`src/rtl/alu_ctrl_pkg.sv`:
```
// Shared opcode encodings, widths and sequencer state type for the ALU control slice.
package alu_ctrl_pkg;

  localparam int NUM_OPS  = 13;
  localparam int OPCODE_W = 4;

  localparam logic [OPCODE_W-1:0] OP_ADD  = 4'd0;
  localparam logic [OPCODE_W-1:0] OP_SUB  = 4'd1;
  localparam logic [OPCODE_W-1:0] OP_MUL  = 4'd2;
  localparam logic [OPCODE_W-1:0] OP_DIV  = 4'd3;
  localparam logic [OPCODE_W-1:0] OP_SHR  = 4'd4;
  localparam logic [OPCODE_W-1:0] OP_SHRA = 4'd5;
  localparam logic [OPCODE_W-1:0] OP_SHL  = 4'd6;
  localparam logic [OPCODE_W-1:0] OP_ROR  = 4'd7;
  localparam logic [OPCODE_W-1:0] OP_ROL  = 4'd8;
  localparam logic [OPCODE_W-1:0] OP_AND  = 4'd9;
  localparam logic [OPCODE_W-1:0] OP_OR   = 4'd10;
  localparam logic [OPCODE_W-1:0] OP_NEG  = 4'd11;
  localparam logic [OPCODE_W-1:0] OP_NOT  = 4'd12;

  typedef enum logic [2:0] {IDLE, LOADY, EXEC, CAPT, DONE} state_t;

  function automatic logic opcode_legal(input logic [OPCODE_W-1:0] op);
    return op < OPCODE_W'(NUM_OPS);
  endfunction

endpackage

```
`src/rtl/alu_op_decode.sv`:
```
// Combinational opcode decode: one-hot ALU select, EXEC latency, legality and
// whether the op needs operand A loaded into Y.
module alu_op_decode
  import alu_ctrl_pkg::*;
#(
  parameter int DIV_CYCLES = 32,
  parameter int MUL_CYCLES = 1,
  parameter int CNT_W      = 6
) (
  input  logic [OPCODE_W-1:0] opcode,
  output logic [NUM_OPS-1:0]  op_sel,
  output logic [CNT_W-1:0]    latency,
  output logic                legal,
  output logic                uses_y
);

  always_comb begin
    legal   = opcode_legal(opcode);
    op_sel  = legal ? (NUM_OPS'(1) << opcode) : '0;
    // NEG and NOT act on B alone, so Y is left untouched.
    uses_y  = !((opcode == OP_NEG) || (opcode == OP_NOT));
    case (opcode)
      OP_DIV:  latency = CNT_W'(DIV_CYCLES);
      OP_MUL:  latency = CNT_W'(MUL_CYCLES);
      default: latency = CNT_W'(1);
    endcase
  end

endmodule

```
`src/rtl/alu_op_sequencer.sv`:
```
// Multi-cycle ALU op sequencer: start/ready intake, Y load, timed op_sel, Z capture, done.
// Build option ALU_OPCODE_CHECK_EN: illegal opcodes skip straight to DONE with err.
module alu_op_sequencer
  import alu_ctrl_pkg::*;
#(
  parameter int DIV_CYCLES = 32,
  parameter int MUL_CYCLES = 1
) (
  input  logic                clk,
  input  logic                reset,
  input  logic                start,
  input  logic [OPCODE_W-1:0] opcode,
  output logic                ready,
  output logic                y_in,
  output logic                div_clr,
  output logic [NUM_OPS-1:0]  op_sel,
  output logic                z_in,
  output logic                done,
  output logic                err
);

  localparam int MAX_CYCLES = (DIV_CYCLES > MUL_CYCLES) ? DIV_CYCLES : MUL_CYCLES;
  localparam int CNT_W      = $clog2(MAX_CYCLES + 1);

  state_t              state, state_n;
  logic [OPCODE_W-1:0] op_q;
  logic [CNT_W-1:0]    cnt;

  logic [NUM_OPS-1:0]  dec_op_sel;
  logic [CNT_W-1:0]    dec_latency;
  logic                dec_legal;
  logic                dec_uses_y;

  alu_op_decode #(
    .DIV_CYCLES (DIV_CYCLES),
    .MUL_CYCLES (MUL_CYCLES),
    .CNT_W      (CNT_W)
  ) u_decode (
    .opcode  (op_q),
    .op_sel  (dec_op_sel),
    .latency (dec_latency),
    .legal   (dec_legal),
    .uses_y  (dec_uses_y)
  );

  always_ff @(posedge clk) begin
    // NOTE: non-blocking assignments so every register updates from pre-edge values.
    if (reset) begin
      state <= IDLE;
      op_q  <= '0;
      cnt   <= '0;
    end else begin
      state <= state_n;
      if (state == IDLE && start) op_q <= opcode;
      if (state == LOADY)         cnt  <= dec_latency;
      else if (state == EXEC)     cnt  <= cnt - CNT_W'(1);
    end
  end

  always_comb begin
    // NOTE: every output gets a default first so no branch can infer a latch.
    state_n = state;
    ready   = 1'b0;
    y_in    = 1'b0;
    div_clr = 1'b0;
    op_sel  = '0;
    z_in    = 1'b0;
    done    = 1'b0;
    err     = 1'b0;
    case (state)
      IDLE: begin
        ready = 1'b1;
        if (start) begin
`ifdef ALU_OPCODE_CHECK_EN
          state_n = opcode_legal(opcode) ? LOADY : DONE;
`else
          state_n = LOADY;
`endif
        end
      end
      LOADY: begin
        y_in    = dec_uses_y;
        div_clr = (op_q == OP_DIV);
        state_n = EXEC;
      end
      EXEC: begin
        op_sel = dec_op_sel;
        if (cnt == CNT_W'(1)) state_n = CAPT;
      end
      CAPT: begin
        op_sel  = dec_op_sel;
        z_in    = 1'b1;
        state_n = DONE;
      end
      DONE: begin
        done    = 1'b1;
`ifdef ALU_OPCODE_CHECK_EN
        err     = !dec_legal;
`endif
        state_n = IDLE;
      end
      default: state_n = IDLE;
    endcase
  end

`ifndef ALU_OPCODE_CHECK_EN
  logic unused_legal;
  assign unused_legal = dec_legal;
`endif

endmodule

```
`config.mk`:
```
export PLATFORM = sky130hd
export DESIGN_NAME = alu_op_sequencer
export DESIGN_NICKNAME = d
export VERILOG_FILES = /design/src/rtl/alu_ctrl_pkg.sv /design/src/rtl/alu_op_decode.sv /design/src/rtl/alu_op_sequencer.sv
export SDC_FILE = /design/constraint.sdc
export NUM_CORES = 1
export LEC_CHECK = 0
export CELL_PAD_IN_SITES_DETAIL_PLACEMENT = 0
export CELL_PAD_IN_SITES_GLOBAL_PLACEMENT = 1
export CORE_ASPECT_RATIO = 0.5
export CORE_MARGIN = 2
export CORE_UTILIZATION = 37
export CTS_CLUSTER_SIZE = 30
export DETAILED_ROUTE_END_ITERATION = 6
export GPL_TIMING_DRIVEN = 0
export PLACE_DENSITY = 0.93
export SLEW_MARGIN = 20
export SYNTH_ARGS = -nofsm -noshare
export SYNTH_HDL_FRONTEND = slang
export SYNTH_HIERARCHICAL = 1
export SYNTH_SLANG_ARGS = --single-unit
```
`constraint.sdc`:
```
create_clock -name clk -period 3.82 [get_ports clk]
set_input_delay 0.764 -clock clk [delete_from_list [all_inputs] [get_ports clk]]
set_output_delay 0.764 -clock clk [all_outputs]
set_load 0.05 [all_outputs]
```
---- Yosys cells after proc, flatten, opt, wreduce, memory -nomap -nowiden ----
Cells that the tools add are included.
Widths: inputs -> output; s select.
word-level totals
  register bits ........................... 13
  input bits .............................. 7
  output and inout port bits .............. 19
  word-level logic and storage cells ...... 36
operators by class
  add/sub/neg operators ................... 1
  order comparisons ....................... 1
  equality and inequality tests ........... 10
  shift operators ......................... 1
  muxes and demuxes ....................... 13
  reductions and logical operators ........ 7
operators by type and width
  cell                  number
  $mux 13               2
  $mux 6                3
  $shl 1x4->13 const A  1
  $pmux 3 s4            1
  $eq 4x4->1 const B    2
  $eq 3x2->1 const B    2
  $eq 6x1->1 const B    1
  $mux 3                2
  $sub 6x1->6 const B   1
  $mux 1                5
  $eq 4x2->1 const B    1
  $lt 4x4->1 const B    1
  $eq 3x1->1 const B    1
  $eq 3x3->1 const B    1
  $logic_not 3->1       1
  $ne 2x1->1 const B    1
  $ne 2x2->1 const B    1
  $reduce_and 2->1      1
  $reduce_bool 2->1     1
  $reduce_or 2->1       1
  $logic_and 1x1->1     1
  $logic_not 1->1       1
  $logic_or 1x1->1      1

---- Longest topological paths before layout ----
Gate-level depths: netlist of the first run.
  word-level depth ........................ 4
  depth in mapped cells ................... 5
  mapped depth without buffers ............ 5

---- By module ----
Netlist of the first run, hierarchy kept.
modules (own cells, without submodules)
  module            instances  cells an instance  area an instance (um^2)  sequential area each (um^2)
  alu_op_sequencer  1          90                 770.7                    260.2
  alu_op_decode     1          30                 188.9                    0.0

---- Worst setup path before layout of the first run ----
No wires, ideal clock.
  path kind ............................... register to output
  from .................................... register state[1]
  to ...................................... output div_clr
  data arrival time ....................... 2.554 ns
  data required time ...................... 3.056 ns
  slack ................................... 0.502 ns
  stages on the path, launching flop included .. 5
  path buffers ............................ 2
  cells stage by stage .................... dfxtp_1 > clkbuf_1 > or3b_1 > clkbuf_1 > nor4_1
on the way
  word-level cells in the longest chain between the ends .. 2
ends and longest elaborated chain
  element                 line                    source
  from (decl)             alu_op_sequencer.sv:25  state_t state, state_n;
  from (signal assigned)  alu_op_sequencer.sv:53  state <= state_n;
  $eq 3x1->1              alu_op_sequencer.sv:70  case (state)
  $mux 1                  alu_op_sequencer.sv:70
  to (decl)               alu_op_sequencer.sv:15  output logic div_clr,
Every way passes these cells.

---- Worst setup path after layout of the first run ----
Ends and elaborated chain as after synthesis.

==> results.yml, run 1 <==
run_status:
  status: "finished clean"
timing:
  setup_viol: 0
  finalMaxSlewViolations: 0
  fmax_ghz: 0.3027
  final_hold_viol_count: 0
  grt_setup_unrepaired: "no"
  holdWs_ns: 0.5037
  period_share_pct: 86.48
  setup_tns_ns: 0
  worst_pin_slew_ns: 0.6023
  max_slew_margin_pct: 59.74
  skew_ns: 0.001415
  fin_crit_ns: 3.303
placement:
  hpwl_um: 1592
  place.gp.congestion: 0.8164
  port_buffers: 24
  placedCellCount: 181
setup_path:
  r2r_end: "cnt[0]"
  path_max_fanout: 10
  cp.arrival_ns: 2.54
  rr_startpoint: "state[1]"
  ff2ff_setup_slack_ns: 2.10
  crit_path_start: "state[1]"
  cp-start-kind: "flop"
  crit_path_end_kind: "output port"
  worst-r2r-cell-count: 5
  criticalPathCategory: "reg2out"
  critical_path_required_ns: 3.06
synthesis:
  synth_area_per_cell_um2: 8.001
  netlist_area_um2: 952.2
  ys_warn_count: 6
  synth_cells: 119
hold_path:
  hold_path_end: "cnt[4]"
  hp-start: "cnt[4]"
  hold_path_class: "reg2reg"
  min_path_cells: 2
cts:
  insertion_delay_ns: 0.24
  post_cts_buffers: 0
  clk_pin_slew_worst_paths_ns: 0.05
  clock_sinks: 13
  cts_buffer_depth: 2
  ctsResizeCount: 0
  cts_tree: "yes"
  numCtsBuffers: 3
  cts-htree-levels: 1
  hold_buffers: 0
  ctsRootBufferMaster: "clkbuf_8"
floorplan:
  coreArea_um2: 2327
  die_h_um: 39.87
  die_w_um: 75.74
  initial_utilization_pct: 40.91
  ios: 26
  dieArea_um2: 3020
  core.rowCount: 12
routing:
  final_antenna_net_count: 0
  routed_wirelength_um: 2049
  drt_first_pass_iters: 4
  drc: 0
  vias_per_cell: 4.854
  post_drt_wl_per_cell_um: 11.08
  drt_iter0_markers: 18
  vias: 898
run:
  cap_violations: 0
global_route:
  grt_pass1_wl_um: 3160
  grt_use_total_pct: 14.53
  grt_overflow: 0
  grt_max_degree: 11
  antenna_found_initial: 0
  grt_pass1_vias: 698
layout:
  syn_to_final_growth_pct: 35.74
  instances_no_fill: 185
  final_layout_size_suffix_gt1_share_pct: 11.33
  diodes: 0
  fin_nets: 160
power_and_ir_drop:
  power.leakage_uw: 0.0004779
  power_density_nw_per_um2: 306.2
  ir_drop_mv: 0.1465
==> registers in the layout (all words and copies together), names as in the netlist <==
register  flops
state         3
cnt           6
op_q          4
==> placed cells by master (no fill, tap or decap), types with 4 or more instances in the layout <==
cell type and count:
dfxtp_1 13, buf_4 5, clkdlybuf4s50_1 24, nor2_1 14, conb_1 5, and2_1 15
mux2i_1 4, nor3_1 7, nand2_1 8, clkbuf_1 5
==> critical path, cell delays in order, from the launching register on <==
cell and delay, ns:
dfxtp_1 0.31, clkbuf_1 0.21, or3b_1 0.41, clkbuf_1 0.25, nor4_1 0.27, clkdlybuf4s50_1 0.85
==> area by class of cell <==
type | instances | area, um2
fillers | 223 | 1035
inverters | 2 | 7.507
flip-flops and latches | 13 | 260.3
plain buffers | 13 | 91.34
multi-input cells | 94 | 604.3
clock buffers | 4 | 45.04
well taps | 35 | 43.79
repair buffers | 24 | 240.2
==> power breakdown <==
group          total (uW)  internal (uW)  leakage, uW  switching (uW)
combinational         116           51.7     0.000348            64.2
sequential            160            148     0.000107            12.3
clock                 119           73.5    0.0000228            46.0
==> stage by stage <==
stage	worst slack (ns)	power, uW	utilization [%]	area (um2)
global route	0.3978	418.2	55.54	1292
floorplan	0.5016	247.1	-	963.4
finish	0.5166	395.8	55.54	1292
CTS	0.5091	400.2	55.54	1292
detailed placement	0.7598	278.2	53.60	1247
global placement	0.7675	276.2	53.60	1247
==> routing by layer <==
metal	vias to the layer above	part of all wire [%]	global-route usage, %	wire (um)
met3	0	4.6	3.856	94
met5	-	0	0	0
met4	0	0	2.632	0
met2	22	46	25.43	952
met1	406	49	18.22	1001
li1	470	-	-	-
==> how the worst max path moves through the flow <==
| stage | cells after the start | slack (ns) | end |
|---|---|---|---|
| after floorplan | 4 | 0.50 | div_clr |
| after global placement | 5 | 0.77 | div_clr |
| after detailed placement | 5 | 0.76 | div_clr |
| after CTS | 5 | 0.51 | div_clr |
| after global routing | 5 | 0.40 | div_clr |
| final | 5 | 0.52 | div_clr |
Power figures use the tool's default switching activity.
==> run 2, diff against run 1 <==
- REMOVE_ABC_BUFFERS: not set -> 1
- clock period: 3.82 -> 3.9 ns (I/O delays scaled with it)
==> run 2 against run 1 <==
  * Clock-buffer cell count did not move
  * Via count fell by 6.1%
  * Clock skew barely moved
  * Total power fell by 4.6%
  * Final area fell by 7.1%
  * Worst setup slack improved by 0.15 ns
  * Combinational power fell by 18%
  * First-iteration DRC count did not move
  * Clock power barely moved
==> results.yml, run 2 (same netlist as run 1, synthesis figures left out) <==
routing:
  met3_wirelength_um: 66
  routed_wirelength_um: 1910
  routed.top_layer: "met4"
  wl_met1_um: 1006
  drt_first_pass_iters: 3
  post_drt_wl_per_cell_um: 11.10
  vias_per_cell: 4.901
  drc: 0
  final_antenna_net_count: 0
  vias: 843
  dr_wl_met2_um: 820
  drt_iter0_markers: 18
setup_path:
  crit_path_start: "state[0]"
  critical_path_required_ns: 3.12
  rr_startpoint: "state[1]"
  slowest_stage: "clkdlybuf4s50_1"
  r2r_end: "cnt[3]"
  ff2ff_setup_slack_ns: 2.05
  cp_cell_sequence: "or3b_1 -> nor4_1 -> clkdlybuf4s50_1"
  worst-r2r-cell-count: 3
  cp-start-kind: "flop"
  cp.buffers_inverters: 1
  path_max_fanout: 11
  cp.arrival_ns: 2.45
  criticalPathCategory: "reg2out"
  path_delay_family: "buffers and inverters"
  critPathMaxStageDelay_ns: 0.85
  crit_path_end_kind: "output port"
cts:
  cts-htree-levels: 1
  ctsResizeCount: 0
  clock_sinks: 13
  ctsRootBufferMaster: "clkbuf_8"
  clk_pin_slew_worst_paths_ns: 0.05
  numCtsBuffers: 3
  hold_buffers: 0
  cts_tree: "yes"
  cts_buffer_depth: 2
  insertion_delay_ns: 0.24
  post_cts_buffers: 0
floorplan:
  coreArea_um2: 2327
  die_h_um: 39.87
  initial_utilization_pct: 40.91
  ios: 26
  dieArea_um2: 3020
  die_w_um: 75.74
  core.rowCount: 12
timing:
  setup_tns_ns: 0
  final_hold_viol_count: 0
  fmax_ghz: 0.3097
  worst_pin_slew_ns: 0.6458
  setup_ws_ns: 0.6708
  period_share_pct: 82.80
  setup_viol: 0
  skew_ns: 0.001126
  fin_crit_ns: 3.229
  finalMaxSlewViolations: 0
  grt_setup_unrepaired: "no"
  max_slew_margin_pct: 56.86
layout:
  syn_to_final_growth_pct: 26.15
  top_regs: "cnt (6), op_q (4), state (3)"
  fin_nets: 147
  regArea_um2: 260.3
  diodes: 0
  multi_input_area_um2: 604.3
  largest_reg_flops: 6
  largest-register: "cnt"
  mostFrequentLayoutCell: "clkdlybuf4s50_1"
  final_cell_mix: "clkdlybuf4s50_1, and2_1, nor2_1, dfxtp_1, nand2_1"
  final_layout_size_suffix_gt1_share_pct: 5.839
  nFillCells: 221
  fin_util_pct: 51.61
placement:
  place_ws_ns: 0.9103
  hpwl_um: 1407
  place.gp.congestion: 0.7470
  port_buffers: 24
global_route:
  grt_use_total_pct: 14.99
  grt_max_degree: 15
  grt_pass1_vias: 728
  antenna_found_initial: 0
  grt_overflow: 0
  grt_pass1_wl_um: 3249
run_status:
  status: "finished clean"
power_and_ir_drop:
  power.leakage_uw: 0.0004225
  power.total_uw: 377.6
  power_density_nw_per_um2: 314.4
  ir_drop_mv: 0.1175
run:
  cap_violations: 0
hold_path:
  hp-start: "cnt[4]"
  hold_path_end: "cnt[4]"
  hold_path_class: "reg2reg"
  min_path_cells: 2
-- run 2: cell types whose count changed in the layout (fill, tap and decap cells not counted) --
cell,delta
buf_6,-3
buf_2,-1
clkbuf_1,-4
buf_4,-5
-- run 2: per-layer routing --
| metal | up-vias | track usage (%) |
|---|---|---|
| li1 | 443 | - |
| met1 | 382 | 18.68 |
| met2 | 16 | 24.57 |
| met3 | 2 | 4.627 |
| met4 | 0 | 5.263 |
| met5 | - | 0 |
-- run 2: area by class of cell --
| cell class | instances | share of cell area [%] |
|---|---|---|
| well taps | 35 | 3.646 |
| inverters | 2 | 0.6250 |
| flip-flops and latches | 13 | 21.67 |
| multi-input cells | 94 | 50.31 |
| repair buffers | 24 | 20.00 |
| clock buffers | 4 | 3.750 |
-- run 2: worst register-to-register path, delay by kind of cell (launching register included) --
family	cells	cell delay (ns)
simple gates	2	0.94
flops	1	0.53
compound gates	1	0.27
-- run 2: through the flow --
stage / cell area (um2) / hold slack [ns] / std cells
after CTS: 1201 / 0.5158 / 172
after floorplan: 872.1 / 0.4643 / 109
after global routing: 1201 / 0.5619 / 172
after detailed placement: 1156 / 0.5088 / 168
final: 1201 / 0.5136 / 172
after global placement: 1156 / 0.4931 / 168
-- run 2: worst max-delay path by stage --
stage / end / slack, ns / cells after the start
5_1_grt: z_in / 0.51 / 3
4_1_cts: div_clr / 0.64 / 3
6_report: div_clr / 0.67 / 3
2_1_floorplan: div_clr / 0.64 / 2
3_5_place_dp: div_clr / 0.91 / 3
3_3_place_gp: div_clr / 0.90 / 3
-- run 2: report_power, final --
part / internal, uW / leakage (uW) / total, uW / switching, uW
Sequential: 145 / 0.000107 / 165 / 19.5
Combinational: 42.4 / 0.000293 / 94.6 / 52.2
Clock: 72.1 / 0.0000228 / 118 / 46.4
==> run 3, diff against run 2 <==
- CORE_UTILIZATION: 37 -> 34
- PLACE_DENSITY: 0.93 -> 0.87
- clock period: 3.9 -> 3 ns (I/O delays scaled with it)
==> run 3 against run 2 <==
  * Core utilization is 5.7 points lower
  * Hold slack worse by 0.0053 ns
  * Highest routed layer unchanged
  * Worst setup slack worse by 0.49 ns
  * Routed wire length decreased by 0.94%
  * Total power up 31%
  * First-iteration DRC count rose by 61%
  * Critical endpoint unchanged
==> results.yml, run 3 (same netlist as run 1, synthesis figures left out) <==
run_status:
  status: "finished clean"
setup_path:
  crit_path_start: "state[0]"
  path_max_fanout: 11
  critPathCapture: "div_clr"
  crit_path_end_kind: "output port"
  r2r_end: "cnt[3]"
  worst-r2r-cell-count: 3
  cp-start-kind: "flop"
  ff2ff_setup_slack_ns: 1.13
  cp.arrival_ns: 2.22
  criticalPathCategory: "reg2out"
  critical_path_required_ns: 2.40
  rr_startpoint: "state[1]"
floorplan:
  core.rowCount: 13
  initial_utilization_pct: 36.13
  coreArea_um2: 2635
  die_h_um: 41.42
  dieArea_um2: 3266
  die_w_um: 78.84
  ios: 26
cts:
  post_cts_buffers: 0
  clk_pin_slew_worst_paths_ns: 0.06
  numCtsBuffers: 3
  ctsRootBufferMaster: "clkbuf_8"
  cts-htree-levels: 1
  cts_tree: "yes"
  clock_sinks: 13
  cts_buffer_depth: 2
  insertion_delay_ns: 0.24
timing:
  holdWs_ns: 0.5083
  fin_crit_ns: 2.819
  max_slew_margin_pct: 58.44
  setup_viol: 0
  setup_tns_ns: 0
  final_hold_viol_count: 0
  skew_ns: 0.004628
  worst_pin_slew_ns: 0.6217
  grt_setup_unrepaired: "no"
  period_share_pct: 93.98
  fmax_ghz: 0.3547
  finalMaxSlewViolations: 0
global_route:
  grt_pass1_wl_um: 3174
  grt_use_total_pct: 11.91
  antenna_found_initial: 0
  grt_overflow: 0
  grt_max_degree: 15
  grt_pass1_vias: 713
hold_path:
  hold_path_class: "reg2reg"
  min_path_cells: 2
layout:
  fin_nets: 147
  final_layout_size_suffix_gt1_share_pct: 7.299
  largest-register: "cnt"
  top_regs: "cnt (6), op_q (4), state (3)"
  mostFrequentLayoutCell: "clkdlybuf4s50_1"
  syn_to_final_growth_pct: 27.07
  diodes: 0
  largest_reg_flops: 6
  instances_no_fill: 174
  final_cell_mix: "clkdlybuf4s50_1, and2_1, nor2_1, dfxtp_1, nand2_1"
  fin_util_pct: 45.92
routing:
  final_antenna_net_count: 0
  drt_first_pass_iters: 4
  drt_iter0_markers: 29
  post_drt_wl_per_cell_um: 10.87
  vias: 825
  routed_wirelength_um: 1892
  vias_per_cell: 4.741
  drc: 0
placement:
  placedCellCount: 170
  hpwl_um: 1369
  place.gp.congestion: 0.7461
  port_buffers: 24
power_and_ir_drop:
  internal-power_uw: 338.1
  ir_drop_mv: 0.1392
  power_frac_comb_pct: 24.9
  power.switching_uw: 156.8
  power.leakage_uw: 0.0004314
  power.total_uw: 494.9
  power_density_nw_per_um2: 409.0
  sw_frac_of_total_pct: 31.69
  seqPwrFrac_pct: 43.2
  p_clk_share_pct: 31.9
run:
  cap_violations: 0
run 3: power groups by stage:
stage               Sequential, uW  Combinational (uW)  Clock, uW
floorplan                      210                90.5          0
global placement               216                 122          0
detailed placement             216                 123          0
CTS                            213                 124        163
global route                   217                 135        173
finish                         214                 123        158
run 3: timing repair:
| item | 4_1_cts | 5_1_grt |
|---|---|---|
| hold buffers | 0 | 0 |
| resized for setup | 1 | 2 |
| setup endpoints to repair | 1 | 15 |
run 3: per-stage QoR:
stage               instance area [um2]  setup WS (ns)
floorplan                         872.1       -0.08301
global placement                   1159         0.1893
detailed placement                 1159         0.1413
CTS                                1202        0.02570
global route                       1210        0.02690
finish                             1210         0.1806
run 3: worst min path at each step:
stage | slack [ns] | start | endpoint
floorplan | 0.46 | cnt[4] | cnt[4]
global placement | 0.50 | cnt[4] | cnt[4]
detailed placement | 0.50 | cnt[4] | cnt[4]
CTS | 0.51 | cnt[0] | cnt[0]
global route | 0.55 | cnt[5] | cnt[5]
finish | 0.51 | cnt[4] | cnt[4]
run 3: layout make-up:
cell class / count / area (um2)
Fill cell: 280 / 1425
Multi-Input combinational cell: 94 / 611.8
Sequential cell: 13 / 260.3
Timing Repair Buffer: 24 / 239.0
Tap cell: 37 / 46.29
Clock buffer: 4 / 45.04
Inverter: 2 / 7.507
run 3: metal layers:
metal / global-route usage [%] / vias to the layer above / part of all wire, % / routed length (um)
met1: 15.36 / 361 / 51 / 960
met4: 6.897 / 0 / 1.1 / 20
met3: 0.6522 / 2 / 3.2 / 61
met5: 0 / - / 0 / 0
met2: 20.00 / 18 / 45 / 850
li1: - / 444 / - / -
run 3: worst max-delay path, stage by stage, from the launching register on:
cell,delay [ns]
dfxtp_1,0.54
or3b_1,0.56
nor4_1,0.31
dlygate4sd2_1,0.57
